### src/rtl/filter_reg_bank_pkg.sv
// rtl/filter_reg_bank_pkg.sv - shared FILTER_CTRL layout, filter type encoding and status register count
package filter_reg_bank_pkg;

  // FILTER_CTRL field layout
  localparam int CTRL_W = 8;
  localparam int FT_OFF = 0;
  localparam int FT_W   = 2;
  localparam int WS_OFF = 2;
  localparam int WS_W   = 4;
  localparam int IE_BIT = 6;
  localparam int WD_BIT = 7;

  typedef enum logic [FT_W-1:0] {
    FT_BYPASS = 2'd0,
    FT_MEAN   = 2'd1,
    FT_MEDIAN = 2'd2,
    FT_MAX    = 2'd3
  } filter_type_e;

  // One 8-bit INT_STATUS register per group of eight channels
  function automatic int calc_ns(input int n);
    return (n + 7) / 8;
  endfunction

endpackage

### src/rtl/filter_ctrl_reg.sv
// rtl/filter_ctrl_reg.sv - one FILTER_CTRL register with its field decode
module filter_ctrl_reg (
  input  logic       clk_i,
  input  logic       rst_i,
  input  logic       we_i,
  input  logic [7:0] wdata_i,
  output logic [7:0] value_o,
  output logic [1:0] filter_type_o,
  output logic [3:0] window_size_o,
  output logic       int_en_o,
  output logic       wd_rst_o
);
  import filter_reg_bank_pkg::*;

  logic [CTRL_W-1:0] value_q;
  filter_type_e      ftype;

  // Register write; reset has priority over any write in the same cycle
  always_ff @(posedge clk_i) begin
    if (rst_i) begin
      value_q <= '0;
    end else if (we_i) begin
      value_q <= wdata_i;
    end
  end

  assign ftype         = filter_type_e'(value_q[FT_OFF +: FT_W]);
  assign value_o       = value_q;
  assign filter_type_o = ftype;
  assign window_size_o = value_q[WS_OFF +: WS_W];
  assign int_en_o      = value_q[IE_BIT];
  assign wd_rst_o      = value_q[WD_BIT];

endmodule

### src/rtl/filter_reg_bank.sv
// rtl/filter_reg_bank.sv - filter control/status register bank; FILTER_REG_BANK_LOCK_EN adds the LOCK register
module filter_reg_bank #(
  parameter int N      = 8,
  parameter int ADDR_W = 8
) (
  input  logic              clk_i,
  input  logic              rst_i,
  input  logic              acc_en_i,
  input  logic              wr_en_i,
  input  logic [ADDR_W-1:0] addr_i,
  input  logic [7:0]        wdata_i,
  output logic [7:0]        rdata_o,
  output logic              rvalid_o,
  output logic              err_o,
  output logic [2*N-1:0]    filter_type_o,
  output logic [4*N-1:0]    window_size_o,
  output logic [N-1:0]      int_en_o,
  output logic [N-1:0]      wd_rst_o,
  input  logic [N-1:0]      in_int_i,
  output logic              irq_o
);
  import filter_reg_bank_pkg::*;

  localparam int NS        = calc_ns(N);
  localparam int LOCK_ADDR = N + NS;

  logic [31:0]      addr_ext;
  logic             rd_acc;
  logic             wr_acc;
  logic             ctrl_hit;
  logic             stat_hit;
  logic             lock_hit;
  logic             lock_q;
  logic [N-1:0]     ctrl_we;
  logic [7:0]       ctrl_val [N];
  logic [N-1:0]     status_q;
  logic [N-1:0]     w1c;
  logic [8*NS-1:0]  status_pad;
  logic [7:0]       status_bytes [NS];
  logic [7:0]       rd_data;
  logic             err_d;

  assign addr_ext = 32'(addr_i);
  assign rd_acc   = acc_en_i & ~wr_en_i;
  assign wr_acc   = acc_en_i & wr_en_i;
  assign ctrl_hit = addr_ext < 32'(N);
  assign stat_hit = (addr_ext >= 32'(N)) && (addr_ext < 32'(LOCK_ADDR));

`ifdef FILTER_REG_BANK_LOCK_EN
  assign lock_hit = addr_ext == 32'(LOCK_ADDR);

  // LOCK is set-only; nothing but reset releases it
  always_ff @(posedge clk_i) begin
    if (rst_i) begin
      lock_q <= 1'b0;
    end else if (wr_acc && lock_hit && wdata_i[0]) begin
      lock_q <= 1'b1;
    end
  end
`else
  assign lock_hit = 1'b0;
  assign lock_q   = 1'b0;
`endif

  for (genvar ch = 0; ch < N; ch++) begin : g_ch
    assign ctrl_we[ch] = wr_acc & (addr_ext == 32'(ch)) & ~lock_q;

    filter_ctrl_reg u_ctrl (
      .clk_i         (clk_i),
      .rst_i         (rst_i),
      .we_i          (ctrl_we[ch]),
      .wdata_i       (wdata_i),
      .value_o       (ctrl_val[ch]),
      .filter_type_o (filter_type_o[2*ch +: 2]),
      .window_size_o (window_size_o[4*ch +: 4]),
      .int_en_o      (int_en_o[ch]),
      .wd_rst_o      (wd_rst_o[ch])
    );

    // W1C strobe for this channel's bit in its INT_STATUS byte
    assign w1c[ch] = wr_acc && (addr_ext == 32'(N + ch / 8)) && wdata_i[ch % 8];
  end

  // Sticky status: clear applied first so a same-cycle event keeps the bit set
  always_ff @(posedge clk_i) begin
    if (rst_i) begin
      status_q <= '0;
    end else begin
      status_q <= (status_q & ~w1c) | in_int_i;
    end
  end

  // Channels beyond N read back as zero in the last status byte
  always_comb begin
    status_pad          = '0;
    status_pad[N-1:0]   = status_q;
  end

  for (genvar j = 0; j < NS; j++) begin : g_stat
    assign status_bytes[j] = status_pad[8*j +: 8];
  end

  // Read mux over pre-update register contents; unmapped addresses return 0
  always_comb begin
    rd_data = '0;
    for (int ch = 0; ch < N; ch++) begin
      if (addr_ext == 32'(ch)) rd_data = ctrl_val[ch];
    end
    for (int j = 0; j < NS; j++) begin
      if (addr_ext == 32'(N + j)) rd_data = status_bytes[j];
    end
    if (lock_hit) rd_data = {7'd0, lock_q};
  end

  // Error on unmapped access, or on a FILTER_CTRL write refused by LOCK
  always_comb begin
    err_d = acc_en_i & (~(ctrl_hit | stat_hit | lock_hit) | (wr_en_i & ctrl_hit & lock_q));
  end

  // Registered response and interrupt outputs
  always_ff @(posedge clk_i) begin
    if (rst_i) begin
      rdata_o  <= '0;
      rvalid_o <= 1'b0;
      err_o    <= 1'b0;
      irq_o    <= 1'b0;
    end else begin
      rdata_o  <= rd_acc ? rd_data : 8'd0;
      rvalid_o <= rd_acc;
      err_o    <= err_d;
      irq_o    <= |(status_q & int_en_o);
    end
  end

endmodule

### config.mk
export PLATFORM = sky130hd
export DESIGN_NAME = filter_reg_bank
export DESIGN_NICKNAME = d
export VERILOG_FILES = /design/src/rtl/filter_reg_bank_pkg.sv /design/src/rtl/filter_ctrl_reg.sv /design/src/rtl/filter_reg_bank.sv
export SDC_FILE = /design/constraint.sdc
export NUM_CORES = 1
export LEC_CHECK = 0
export ABC_CLOCK_PERIOD_IN_PS = 2820
export CORE_ASPECT_RATIO = 0.8
export CORE_MARGIN = 3
export CORE_UTILIZATION = 49
export CTS_BUF_LIST = sky130_fd_sc_hd__clkbuf_8 sky130_fd_sc_hd__clkbuf_16
export CTS_CLUSTER_SIZE = 16
export DETAILED_ROUTE_END_ITERATION = 6
export HOLD_SLACK_MARGIN = 0.03
export PLACE_DENSITY = 0.81
export SYNTH_ARGS = -nofsm -noshare
export SYNTH_HDL_FRONTEND = slang
export SYNTH_SLANG_ARGS = --single-unit
### constraint.sdc
create_clock -name clk_i -period 2.82 [get_ports clk_i]
set_input_delay 0.564 -clock clk_i [delete_from_list [all_inputs] [get_ports clk_i]]
set_output_delay 0.564 -clock clk_i [all_outputs]
set_load 0.01 [all_outputs]
---- Word-level counts from Yosys, hierarchy flattened ----
Index checks and enable logic that the tools add are counted.
cells by class
  eq/ne operators ......................... 8
  $lt $le $gt $ge ......................... 3
  muxes and demuxes ....................... 9
  bitwise operators ....................... 19
  reductions and logical operators ........ 13
operators by type and width
  operator                                                           number
  2-to-1 mux 8 bit                                                   9
  equality test 8 x 3 -> 1 bit, second input constant                4
  zero test 32 bit                                                   1
  AND 8 bit                                                          2
  equality test 8 x 2 -> 1 bit, second input constant                2
  less-than comparator 8 x 4 -> 1 bit, second input constant         2
  AND 1 bit                                                          11
  logical AND 1 bit                                                  10
  equality test 8 x 1 -> 1 bit, second input constant                1
  equality test 8 x 4 -> 1 bit, second input constant                1
  greater-or-equal comparator 8 x 4 -> 1 bit, second input constant  1
  inverter 8 bit                                                     1
  OR 8 bit                                                           1
  OR reduction 8 bit                                                 1
  inverter 1 bit                                                     3
  OR reduction 2 bit                                                 1
  OR 1 bit                                                           1
storage, ports and cells
  bits in registers ....................... 83
  output and inout port bits .............. 75

---- Logic depth before layout (Yosys ltp) ----
Gate-level depths: netlist (run 1).
  depth after elaboration ................. 10
  depth in mapped cells ................... 7

---- Modules after synthesis ----
Synthesis (run 1) repeated with hierarchy kept, for this count alone.
second synthesis, totals
  cell total of the unflattened synthesis .. 465
  area, all modules ....................... 4334.2 sq um
modules (own cells, without submodules)
  module           seq. area each (sq um)  cells an instance  instances  area an instance (sq um)
  filter_ctrl_reg  160.2                   34                 8          345.3
  filter_reg_bank  380.4                   193                1          1571.5

---- Least setup slack after synthesis (run 1) ----
OpenSTA, ideal clock, no wires.
  kind .................................... in2reg
  from .................................... in addr_i[6]
  to ...................................... reg g_ch[2].u_ctrl.value_q[0]
  setup time .............................. 128 ps
  setup slack ............................. 445 ps
  stages on the path ...................... 6
  arrival ................................. 2247 ps
  buffers on the path ..................... 1
  cells stage by stage .................... or4_4 -> or4_1 -> buf_2 -> nor2_8 -> mux2i_1 -> nor2_1
between the ends
  longest elaborated chain between the ends .. 2
RTL lines
  item                          line                   text
  start, declared               filter_reg_bank.sv:10  input logic [ADDR_W-1:0] addr_i,
  equality test 8 x 2 -> 1 bit  filter_reg_bank.sv:66  assign ctrl_we[ch] = wr_acc & (addr_ext == 32'(ch)) & ~lock_q;
  AND 1 bit                     filter_reg_bank.sv:66
  end signal, assigned          filter_ctrl_reg.sv:23  value_q <= wdata_i;
  end, declared                 filter_ctrl_reg.sv:15  logic [CTRL_W-1:0] value_q;
Every way passes these cells.
A chain may end at the register's enable or synchronous reset.

---- Final worst setup path (run 1) ----
  from .................................... in addr_i[6]
  to ...................................... reg g_ch[3].u_ctrl.value_q[2]
between the ends
  longest elaborated chain between the ends .. 2
RTL lines
  item                          line
  equality test 8 x 2 -> 1 bit  filter_reg_bank.sv:66
  AND 1 bit                     filter_reg_bank.sv:66
  end signal, assigned          filter_ctrl_reg.sv:23
  end, declared                 filter_ctrl_reg.sv:15
Every way passes these cells.

==> summary.md, run 1 <==
| Metric | Value |
|---|---|
| Die X | `106 um` |
| Final GP Congestion | `approximately 0.93` |
| First-pass GRT wire length | `approximately 18 mm` |
| Fill cells | `~600` |
| DRC errors left | `0` |
| Root buffer cell | `clkbuf_8` |
| Port bufs | `102` |
| Tmin final | `between 2000 and 3000 ps` |
| Placed inst area | `about 5000 um^2` |
| CTS resizes | `0` |
| GR Overflow Total | `0` |
| CTS tree | `yes` |
| Synth cell types | `33` |
| Largest net degree at the start of global routing | `75` |
| Kind of end point of the critical path | `flop` |
| Worst Path Required | `slightly above 3000 ps` |
| Clock-pin slew on the worst setup and hold paths | `about 90 ps` |
| Total power | `roughly 2300 uW` |
| Worst Reg-to-Reg Cells | `5` |
| Crit-path slowest cell | `or4_4` |
| Async SR Flop Fraction | `0%` |
| Clk buf depth | `2` |
| M1 wire length | `~5 mm` |
| Total negative slack | `0 ps` |
| Final net count | `546` |
| Met2 WL | `roughly 5.3 mm` |
| Die area | `a little over 9000 um^2` |
| Dominant synthesized flop cell | `dfxtp_1` |
| Crit. Startpoint | `addr_i[6]` |
| Met3 WL | `slightly below 1 mm` |
| Startpoint Class | `input port` |
| Setup CP Type | `input port to flop` |
| Syn. warnings | `0` |
| Syn avg cell area | `9.16 um^2` |
| Final ANT Viol Nets | `0` |
| Core Region | `roughly 7600 um^2` |
| Max stage delay on crit path | `~570 ps` |
| FF-to-FF End | `rdata_o[4]` |
| Initial DRT Pass Iterations | `5` |
| RSZ-0062 raised after global routing | `no` |
| Register bit count reported by yosys | `83` |
| Total Routing Usage GR | `about a quarter` |
| Crit path DAT | `~2800 ps` |
| Layout area overhead | `34.3%` |
| Pwr dens | `433 nW/um^2` |
| Worst Tran Pin Value | `~750 ps` |
| Worst Hold Class | `input port to flop` |
| Ant. Diodes | `0` |
| Initial Util | `a little over 50%` |
| Fmax | `between 0.3 and 0.4 GHz` |
| Crit-path cells | `clkdlybuf4s50_1, or4_4, or4_1, buf_4, nor2_8, mux2i_1, nor2_1` |
| Hold Fails Final Rpt | `0` |
| Initial antenna violation count | `0` |
| DR vias/cell | `5.50` |
| R2r setup slk | `1390 ps` |
| Top routing layer used | `met4` |
| Final slew viol count | `0` |
| Clk sinks | `a little over 80` |
| Fin crit share | `just over 90%` |
| FP Rows | `28` |
| Die Height | `~86 um` |
| Most frequent cells in the layout | `clkdlybuf4s50_1 (101), nor2_1 (88), dfxtp_1 (83)` |
| Commonest non-fill, non-tap cell in the layout | `clkdlybuf4s50_1` |
| Post-synth EDFFs | `0` |
| CTS Buf Count | `9` |
| Per-cell routed wire length | `about 18 um` |
| Maximum fanout along the worst path | `8` |
| Clk_lat worst skew | `~360 ps` |
| Worst reg2reg startpoint | `g_ch[2].u_ctrl.value_o[4]` |
| Syn Inst Count | `between 400 and 500` |
| Max-Cap Viols | `0` |
| CP bufs+invs | `2` |
| DP HPWL | `between 8 and 9 mm` |
| Status | `completed` |
| Final WL | `between 10 and 15 mm` |
| Hold buffer count at CTS | `0` |
| CP delay by family, top | `simple AND/OR/NAND/NOR gates` |
| Layout cells sized above 1 | `between 10% and 20%` |
| Iteration-0 DRC Markers | `224` |
| Worst VDD drop | `roughly 0.32 mV` |
| Vias in the first global route | `roughly 3400` |
| Synthesized cell area | `roughly 4000 um^2` |
| Number of stages on the worst setup path | `7` |
| Sequential-to-total area share from yosys stat | `between 40% and 50%` |
| IO Pins | `~100` |
| Postcts setup bufs | `0` |
| Leak | `between 0.0015 and 0.002 uW` |
| Post-route design area | `5270 um^2` |
| H-tree Lvls | `3` |
| Worst setup endpoint | `g_ch[3].u_ctrl.value_o[2]` |
| Final setup skew | `approximately 11 ps` |
| Syn_nets | `about 460` |
| Via count | `3457` |
| Final setup viols | `0` |
| Rel. slew slack | `50.2%` |
-- metrics by stage --
step	worst slack [ps]	hold WS [ps]	cells	utilization, %
2_1_floorplan	445	469	428	-
3_3_place_gp	-65.1	505	612	66.8
3_5_place_dp	-161	513	612	66.8
4_1_cts	212	516	628	69.6
5_1_grt	137	529	628	69.6
6_report	208	521	628	69.6
-- synth_stat cells, types with 3 or more instances --
library cell | instances | area share, %
nor2_8 | 4 | 2.0
nand2_1 | 15 | 1.4
o221a_1 | 5 | 1.4
nor2b_1 | 10 | 1.6
buf_4 | 17 | 3.3
nand2b_1 | 13 | 2.1
buf_2 | 4 | 0.51
clkbuf_1 | 24 | 2.3
a21o_1 | 8 | 1.5
a31oi_1 | 3 | 0.48
nor3b_1 | 3 | 0.57
o21ai_0 | 6 | 0.77
dfxtp_1 | 83 | 42
o221ai_1 | 5 | 1.1
o22ai_1 | 11 | 1.8
a22oi_1 | 9 | 1.7
nor3_4 | 3 | 1.2
buf_1 | 4 | 0.38
nor2_1 | 88 | 8.4
a21oi_1 | 22 | 2.8
nor3_1 | 3 | 0.38
mux2i_1 | 72 | 18
and3_1 | 6 | 0.96
-- kinds of logic after synthesis --
group	synth area share (%)
muxes	18.4
DFF	42.4
buffers and inverters	6.73
and+or+nand+nor	20.7
AOI/OAI and AO/OA	11.8
-- power breakdown --
group / leakage [uW] / switching, uW / internal [uW]
Combinational: 0.00116 / 105 / 73.2
Sequential: 0.000671 / 11.6 / 1180
Clock: 0.000112 / 418 / 489
Total: 0.00194 / 535 / 1740
-- layer usage --
| metal | GRT usage, % | up-vias |
|---|---|---|
| li1 | - | 1639 |
| met1 | 33.7 | 1627 |
| met2 | 40.3 | 177 |
| met3 | 5.94 | 14 |
| met4 | 7.06 | 0 |
| met5 | 0 | - |
-- worst min-delay path by stage --
stage,cells past startpoint,from,endpoint
after floorplan,2,status_bytes[2],status_bytes[2]
after global placement,2,g_ch[1].u_ctrl.value_o[0],g_ch[1].u_ctrl.value_o[0]
after detailed placement,2,g_ch[3].u_ctrl.value_o[7],g_ch[3].u_ctrl.value_o[7]
after CTS,3,rst_i,rdata_o[7]
after global routing,3,rst_i,rdata_o[7]
final,3,rst_i,rdata_o[7]
-- state kept, by name, summed over array words and instances (netlist names) --
signal               cells
rdata_o                  8
status_bytes             8
rvalid_o                 1
g_ch.u_ctrl.value_o     64
irq_o                    1
err_o                    1
-- worst min-delay path: stages --
cell and delay (ps):
buf_2 90, nor3b_1 70, o221a_1 110
-- area by class of cell --
class	instances	area, um^2	area share (%)
repair buffers	129	1270	24.1
clock buffers	9	124	2.35
multi-input cells	295	2000	37.9
well taps	105	131	2.49
clock inverters	7	85.1	1.62
flip-flops and latches	83	1660	31.5
Note: power is estimated with default switching activity, not from simulation.
==> run 2: changes to the inputs <==
Settings changed: RECOVER_POWER from default to 25.
==> run 2 against run 1 <==
Count of clock-buffer cells in the layout unchanged. First-iteration DRC count down 7.6%. Clock skew down 1.1 ps. Combinational power about the same. Die area unchanged. Global-route usage unchanged. Utilization down 0.083 points. Power about the same. Via count up 0.87%. Hold slack worse by 1.8 ps. Cell area down 0.12%. Critical endpoint unchanged. Highest routed layer unchanged.
==> summary.md, run 2 (synthesis gave the netlist of run 1 again) <==
| Metric | Value |
|---|---|
| Iteration-0 DRC Markers | `between 200 and 250` |
| Initial DRT Pass Iterations | `5` |
| DP HPWL | `8.35 mm` |
| Leak | `0.00207 uW` |
| Final ANT Viol Nets | `0` |
| Root buffer cell | `clkbuf_8` |
| Hold_ws | `520 ps` |
| Die area | `slightly above 9000 um^2` |
| Max-Cap Viols | `0` |
| Clock-pin slew on the worst setup and hold paths | `90 ps` |
| Crit-path cells | `clkdlybuf4s50_1, or4_4, or4_1, buf_4, nor2_8, mux2i_1, nor2_1` |
| Hold buffer count at CTS | `0` |
| FF-to-FF End | `rdata_o[4]` |
| Tmin final | `~2600 ps` |
| Worst Hold End | `rdata_o[7]` |
| R2r setup slk | `1390 ps` |
| CTS tree | `yes` |
| Most frequent cells in the layout | `nor2_1 (88), dfxtp_1 (83), mux2i_1 (72)` |
| H-tree Lvls | `3` |
| Hold_sp | `rst_i` |
| RSZ-0062 raised after global routing | `no` |
| Die Height | `between 80 and 90 um` |
| Via count | `between 3000 and 4000` |
| Crit path DAT | `2840 ps` |
| FP Rows | `28` |
| GR Overflow Total | `0` |
| Final setup skew | `around 10 ps` |
| CTS Buf Count | `9` |
| Setup CP Type | `input port to flop` |
| Kind of end point of the critical path | `flop` |
| Startpoint Class | `input port` |
| Layout area overhead | `34.1%` |
| Commonest non-fill, non-tap cell in the layout | `nor2_1` |
| Total Routing Usage GR | `between 20% and 30%` |
| Die X | `106 um` |
| Maximum fanout along the worst path | `8` |
| DRC errors left | `0` |
| Ant. Diodes | `0` |
| Clk buf depth | `2` |
| Max FFs per register | `64` |
| Rel. slew slack | `2.35%` |
| CP delay by family, top | `simple AND/OR/NAND/NOR gates` |
| IO Pins | `between 100 and 150` |
| Initial antenna violation count | `0` |
| Per-cell routed wire length | `~18 um` |
| Postcts setup bufs | `0` |
| CP bufs+invs | `2` |
| Clk sinks | `83` |
| Layout cells sized above 1 | `under 10%` |
| Worst reg2reg startpoint | `g_ch[2].u_ctrl.value_o[4]` |
| Max stage delay on crit path | `around 570 ps` |
| Final GP Congestion | `approximately 0.93` |
| Final WL | `11.5 mm` |
| Final slew viol count | `0` |
| Worst VDD drop | `0.319 mV` |
| DR vias/cell | `5.55` |
| Final setup viols | `0` |
| Worst Path Required | `about 3000 ps` |
| Fin crit share | `93.5%` |
| Worst Tran Pin Value | `~1500 ps` |
| Initial Util | `between 50 and 60%` |
| Vias in the first global route | `3364` |
| Largest net degree at the start of global routing | `75` |
| Worst Hold Class | `input port to flop` |
| First-pass GRT wire length | `about 18 mm` |
| Worst Reg-to-Reg Cells | `5` |
| Total negative slack | `0 ps` |
| Fill cells | `a little over 600` |
| Number of stages on the worst setup path | `7` |
| Final net count | `roughly 550` |
| Core Region | `7570 um^2` |
| Hold path depth | `3` |
| Fmax | `between 0.3 and 0.4 GHz` |
| CTS resizes | `0` |
| Port bufs | `102` |
| Pwr dens | `about 430 nW/um^2` |
| Crit-path slowest cell | `or4_4` |
| Status | `completed` |
| Clk_lat worst skew | `~360 ps` |
| Hold Fails Final Rpt | `0` |
[run 2: metal layers]
metal  up-vias  track usage (%)  wire [um]
li1       1643                -          -
met1      1649             33.7       4940
met2       180             40.3       5360
met3        15             5.94       1030
met4         0             7.06        140
met5         -                0          0
[run 2: worst max-delay path by stage]
| stage | start | to |
|---|---|---|
| after global routing | addr_i[6] | g_ch[3].u_ctrl.value_o[2] |
| after detailed placement | addr_i[6] | g_ch[3].u_ctrl.value_o[2] |
| final | addr_i[6] | g_ch[3].u_ctrl.value_o[2] |
| after global placement | addr_i[6] | g_ch[3].u_ctrl.value_o[0] |
| after CTS | addr_i[6] | g_ch[3].u_ctrl.value_o[2] |
| after floorplan | addr_i[6] | g_ch[2].u_ctrl.value_o[0] |
[run 2: report_power, final]
group | switching (uW) | total, uW | internal (uW)
combinational | 105 | 177 | 71.6
clock | 420 | 909 | 489
sequential | 11.7 | 1190 | 1180
[run 2: worst register-to-register path, cell delays in order (launching register included)]
cell	delay [ps]
dfxtp_1	380
mux2i_1	90
o22ai_1	280
o221ai_1	160
a22oi_1	230
o221a_1	230
[run 2: area by class of cell]
cell class | instances | area, um^2 | share of cell area, %
clock buffer | 9 | 124 | 2.35
sequential | 83 | 1660 | 31.6
multi-input combinational | 295 | 2000 | 38.0
clock inverter | 7 | 85.1 | 1.62
tap | 105 | 131 | 2.50
timing repair buffer | 129 | 1260 | 24.0
[run 2: stage by stage]
step           setup slack (ps)  instances  util (%)  instance area, um^2  total power [uW]
2_1_floorplan               445        428         -                 3920              1310
3_5_place_dp               -161        612      66.8                 5060              1390
6_report                    183        628      69.5                 5260              2280
3_3_place_gp              -65.1        612      66.8                 5060              1390
5_1_grt                     103        628      69.5                 5260              2340
4_1_cts                     212        628      69.6                 5270              2280
==> run 3: changes to the inputs <==
Settings changed: SETUP_SLACK_MARGIN from default to 0.4.
==> run 3 against run 2 <==
Count of clock-buffer cells in the layout is the same. Worst setup slack gained 320 ps. First-iteration DRC count shrank 1.9%. Final cell count grew 0.32%. Global-route usage grew 0.29 points. Power is essentially flat. Maximum frequency grew 14%. Non-clock buffer count grew 2. Clock power is essentially flat. Combinational power is essentially flat. Flip-flop and latch count is the same. Critical path type unchanged. Critical endpoint is now g_ch[0].u_ctrl.value_o[2]. Largest cell class unchanged.
==> summary.md, run 3 (synthesis gave the netlist of run 1 again) <==
| Metric | Value |
|---|---|
| Placed inst area | `5060 um^2` |
| Final WL | `roughly 12 mm` |
| Worst Tran Pin Value | `roughly 1500 ps` |
| DR vias/cell | `approximately 5.6` |
| Initial DRT Pass Iterations | `4` |
| Leak | `roughly 0.0021 uW` |
| RSZ-0062 raised after global routing | `no` |
| Multi-input combinational cell area | `2020 um^2` |
| Worst Reg-to-Reg Cells | `5` |
| Port bufs | `between 100 and 150` |
| Core Region | `around 7600 um^2` |
| Tmin final | `between 2000 and 2500 ps` |
| Final setup viols | `0` |
| Clk_lat worst skew | `360 ps` |
| Vias in the first global route | `~3400` |
| DP Cell Count | `approximately 610` |
| Fin crit share | `82.3%` |
| CP bufs+invs | `2` |
| Crit path DAT | `~2500 ps` |
| Fmax | `approximately 0.43 GHz` |
| Die area | `roughly 9000 um^2` |
| Final setup skew | `about 10 ps` |
| Max-Cap Viols | `0` |
| Die Height | `86.0 um` |
| Crit-path slowest cell | `or4_4` |
| Hold buffer count at CTS | `0` |
| Worst reg2reg startpoint | `g_ch[2].u_ctrl.value_o[4]` |
| M1 wire length | `5.09 mm` |
| Root buffer cell | `clkbuf_8` |
| Per-cell routed wire length | `about 18 um` |
| Worst Path Required | `about 3000 ps` |
| Worst Hold End | `g_ch[4].u_ctrl.value_o[0]` |
| Status | `completed` |
| Maximum fanout along the worst path | `8` |
| Met2 WL | `around 5.4 mm` |
| Hold_ws | `between 500 and 600 ps` |
| Clock-pin slew on the worst setup and hold paths | `around 80 ps` |
| Kind of end point of the critical path | `flop` |
| Hold_sp | `g_ch[4].u_ctrl.value_o[0]` |
| DRC errors left | `0` |
| Fill cells | `between 500 and 600` |
| CP delay by family, top | `simple AND/OR/NAND/NOR gates` |
| Most frequent cells in the layout | `nor2_1 (87), dfxtp_1 (83), mux2i_1 (71)` |
| Fin cells | `630` |
| R2r setup slk | `about 1400 ps` |
| Final ANT Viol Nets | `0` |
| Crit-path cells | `dlymetal6s2s_1, or4_4, or4_4, buf_12, nor2_8, mux2i_1, nor2_1` |
| Clk buf depth | `2` |
| Initial antenna violation count | `0` |
| Met3 WL | `about 930 um` |
| Initial Util | `51.8%` |
| Rel. slew slack | `approximately 1.8%` |
| Clk sinks | `83` |
| Final slew viol count | `0` |
| CTS tree | `yes` |
| Post-route design area | `roughly 5300 um^2` |
| Worst Hold Class | `flop to flop` |
| H-tree Lvls | `3` |
| Max stage delay on crit path | `560 ps` |
| Hold path depth | `2` |
| Via count | `around 3500` |
| Max FFs per register | `64` |
| Iteration-0 DRC Markers | `203` |
| Ant. Diodes | `0` |
| DP HPWL | `around 8.3 mm` |
| Hold Fails Final Rpt | `0` |
| Largest net degree at the start of global routing | `75` |
| FF-to-FF End | `rdata_o[4]` |
| IO Pins | `a little over 100` |
| Top routing layer used | `met4` |
| GR Overflow Total | `0` |
| Layout area overhead | `36.0%` |
| Total Routing Usage GR | `about 25%` |
| CTS Buf Count | `9` |
| Final net count | `approximately 550` |
| Startpoint Class | `input port` |
| First-pass GRT wire length | `approximately 18 mm` |
| FF/Latch Area | `1660 um^2` |
| Cell mode on critical path | `or4_4` |
| Worst VDD drop | `around 0.32 mV` |
| Pwr dens | `427 nW/um^2` |
| Final GP Congestion | `~0.93` |
| Die X | `between 100 and 150 um` |
| FP Rows | `28` |
| Layout cells sized above 1 | `a little under an eighth` |
| Setup CP Type | `input port to flop` |
| Commonest non-fill, non-tap cell in the layout | `nor2_1` |
## run 3: cell type report
type,count,area share [%]
clock inverter,7,1.60
multi-input combinational,295,37.8
clock buffer,9,2.32
timing repair buffer,131,24.7
tap,105,2.46
sequential,83,31.2
## run 3: stage by stage
stage / setup TNS [ps] / setup slack (ps) / utilization [%] / total power, uW
final: 0 / 499 / 70.5 / 2280
after global routing: 0 / 452 / 70.5 / 2340
after CTS: 0 / 409 / 70.2 / 2280
after detailed placement: -4390 / -161 / 66.8 / 1390
after global placement: -1140 / -65.1 / 66.8 / 1390
after floorplan: 0 / 445 / - / 1310
## run 3: worst max path at each step
stage,start,to,slack [ps],cells past startpoint
floorplan,addr_i[6],g_ch[2].u_ctrl.value_o[0],450,6
global placement,addr_i[6],g_ch[3].u_ctrl.value_o[0],-70,7
detailed placement,addr_i[6],g_ch[3].u_ctrl.value_o[2],-160,7
CTS,addr_i[5],g_ch[0].u_ctrl.value_o[5],410,7
global route,addr_i[1],rdata_o[4],450,6
finish,addr_i[4],g_ch[0].u_ctrl.value_o[2],500,7
## run 3: layer usage
metal / track usage (%) / vias to the layer above
met5: 0 / -
met4: 8.00 / 0
met3: 6.09 / 20
met2: 41.3 / 178
met1: 33.3 / 1659
li1: - / 1648
## run 3: report_power, final
group          internal [uW]  switching (uW)
combinational           71.3             106
clock                    489             418
sequential              1180            11.7
## run 3: worst min-delay path: stages, from the launching register on
cell and delay (ps):
dfxtp_1 340, mux2i_1 70, nor2_1 80
## run 3: timing repair
item                       in CTS  in global routing
pin swaps                       5                  6
setup buffers                   2                  0
setup endpoints to repair      61                 52
hold endpoints to repair        0                  0
resized for setup               6                  8
==> RTL edit, RTL diff (settings of run 3) <==
The parameter `N` goes from 8 to 4.
--- a/src/rtl/filter_reg_bank.sv
+++ b/src/rtl/filter_reg_bank.sv
@@ -1,5 +1,5 @@
 // rtl/filter_reg_bank.sv - filter control/status register bank; FILTER_REG_BANK_LOCK_EN adds the LOCK register
 module filter_reg_bank #(
-  parameter int N      = 8,
+  parameter int N      = 4,
   parameter int ADDR_W = 8
 ) (
Ports: changed (5 resized); port bits go from 103 to 67. The function was not compared with the original's and may differ.
==> RTL edit against run 3 <==
Power is 46% lower. Area after synthesis is 44% lower. Setup slack better by 40 ps. Sequential cell count is 36 lower. Routed wire length is 53% lower. Fmax is 1.8% higher. Final area is 44% lower. Final cell count is 47% lower. Clock skew is 4.9 ps lower. First-iteration DRC count is 2.0% lower. Synthesized cell count is 50% lower.
==> RTL edit: results (changes against run 3) <==
Vias 1825 (-48%); placed inst area 0.002864 mm^2 (-43%); Worst-Skew Late Latency 310 ps (-50 ps); port buffer count 66 (-35%); met2 global-route usage 0.3182 (-0.09443); Mapped Cells 214 (-50%); Yosys cell types 32 (-3.0%); hold path startpoint g_ch[0].u_ctrl.value_o[5]; critical path endpoint g_ch[3].u_ctrl.value_o[5]; Data buffer area share 0.2473 (+0.0004788); Core Rows 21 (-25%); sequential share of the synthesized area 0.4314 (+0.007836); R2R cell count 2 (-3); VDD IR-drop max 0.2289 mV (-29%); Lkg Pwr 1.241 nW (-42%); multi-input gates 140 (-53%); Fin Hold WS 489.3 ps (-30.71 ps); Max stage delay on crit path 660 ps (+100 ps); drt wl/cell 16.49 um (-11%); net count reported at finish 300 (-45%); met1 WL 2571 um (-49%); TritonCTS Buffers 5 (-4); Net Count, Synth 238 (-48%); slowest CP cell or4_1; Tot GR Track Use 0.2252 (-0.02780); inverters 6 (+6); Storage cell area 940.9 um^2 (-43%); FILL cells 344 (-43%); FF-to-FF Start g_ch[3].u_ctrl.value_o[3]; crit path launch addr_i[6]; proportion of layout cells with a drive suffix above 1 0.1011 (-0.01320); met3 Use GR 0.08082 (+0.01987); register share of total power 0.546 (+0.022); first-pass GRT wire length 8990 um (-50%); met3 WL 500 um (-46%); Layout clock area frac 0.03381 (-0.005362); R2R Setup Slk 1620 ps (+250 ps); clock network power share 0.363 (-0.035); status complete, no violations; post-CTS resize count 0 (-6); Hold Crit Endpoint g_ch[0].u_ctrl.value_o[5]; crit path max fanout 12 (+4)
-- RTL edit: cell count changes after synthesis, moves of 7 or more --
cell      change
a21o_1        -8
a21oi_1      -21
a22oi_1       -7
buf_4         -9
clkbuf_1     -13
dfxtp_1      -36
mux2i_1      -40
nand2_1      -12
nand2b_1     +28
nor2_1       -83
nor2b_1       -7
nor4_1        +7
o22ai_1       -7
-- RTL edit: metrics by stage --
step / total power [W] / worst slack [ps]
6_report: 0.001232 / 539.3
5_1_grt: 0.001267 / 473.3
4_1_cts: 0.001240 / 544.6
3_5_place_dp: 0.0008003 / 214.5
3_3_place_gp: 0.0008000 / 245.5
2_1_floorplan: 0.0007415 / 728.4
-- RTL edit: logic make-up (layout without fill, tap and decap cells) --
group,count (synthesis),in the layout,synth area share
simple gates,82,82,0.2427
compound gates,20,20,0.07056
mux,38,38,0.1882
buf+inv,27,90,0.06713
flops,47,47,0.4314
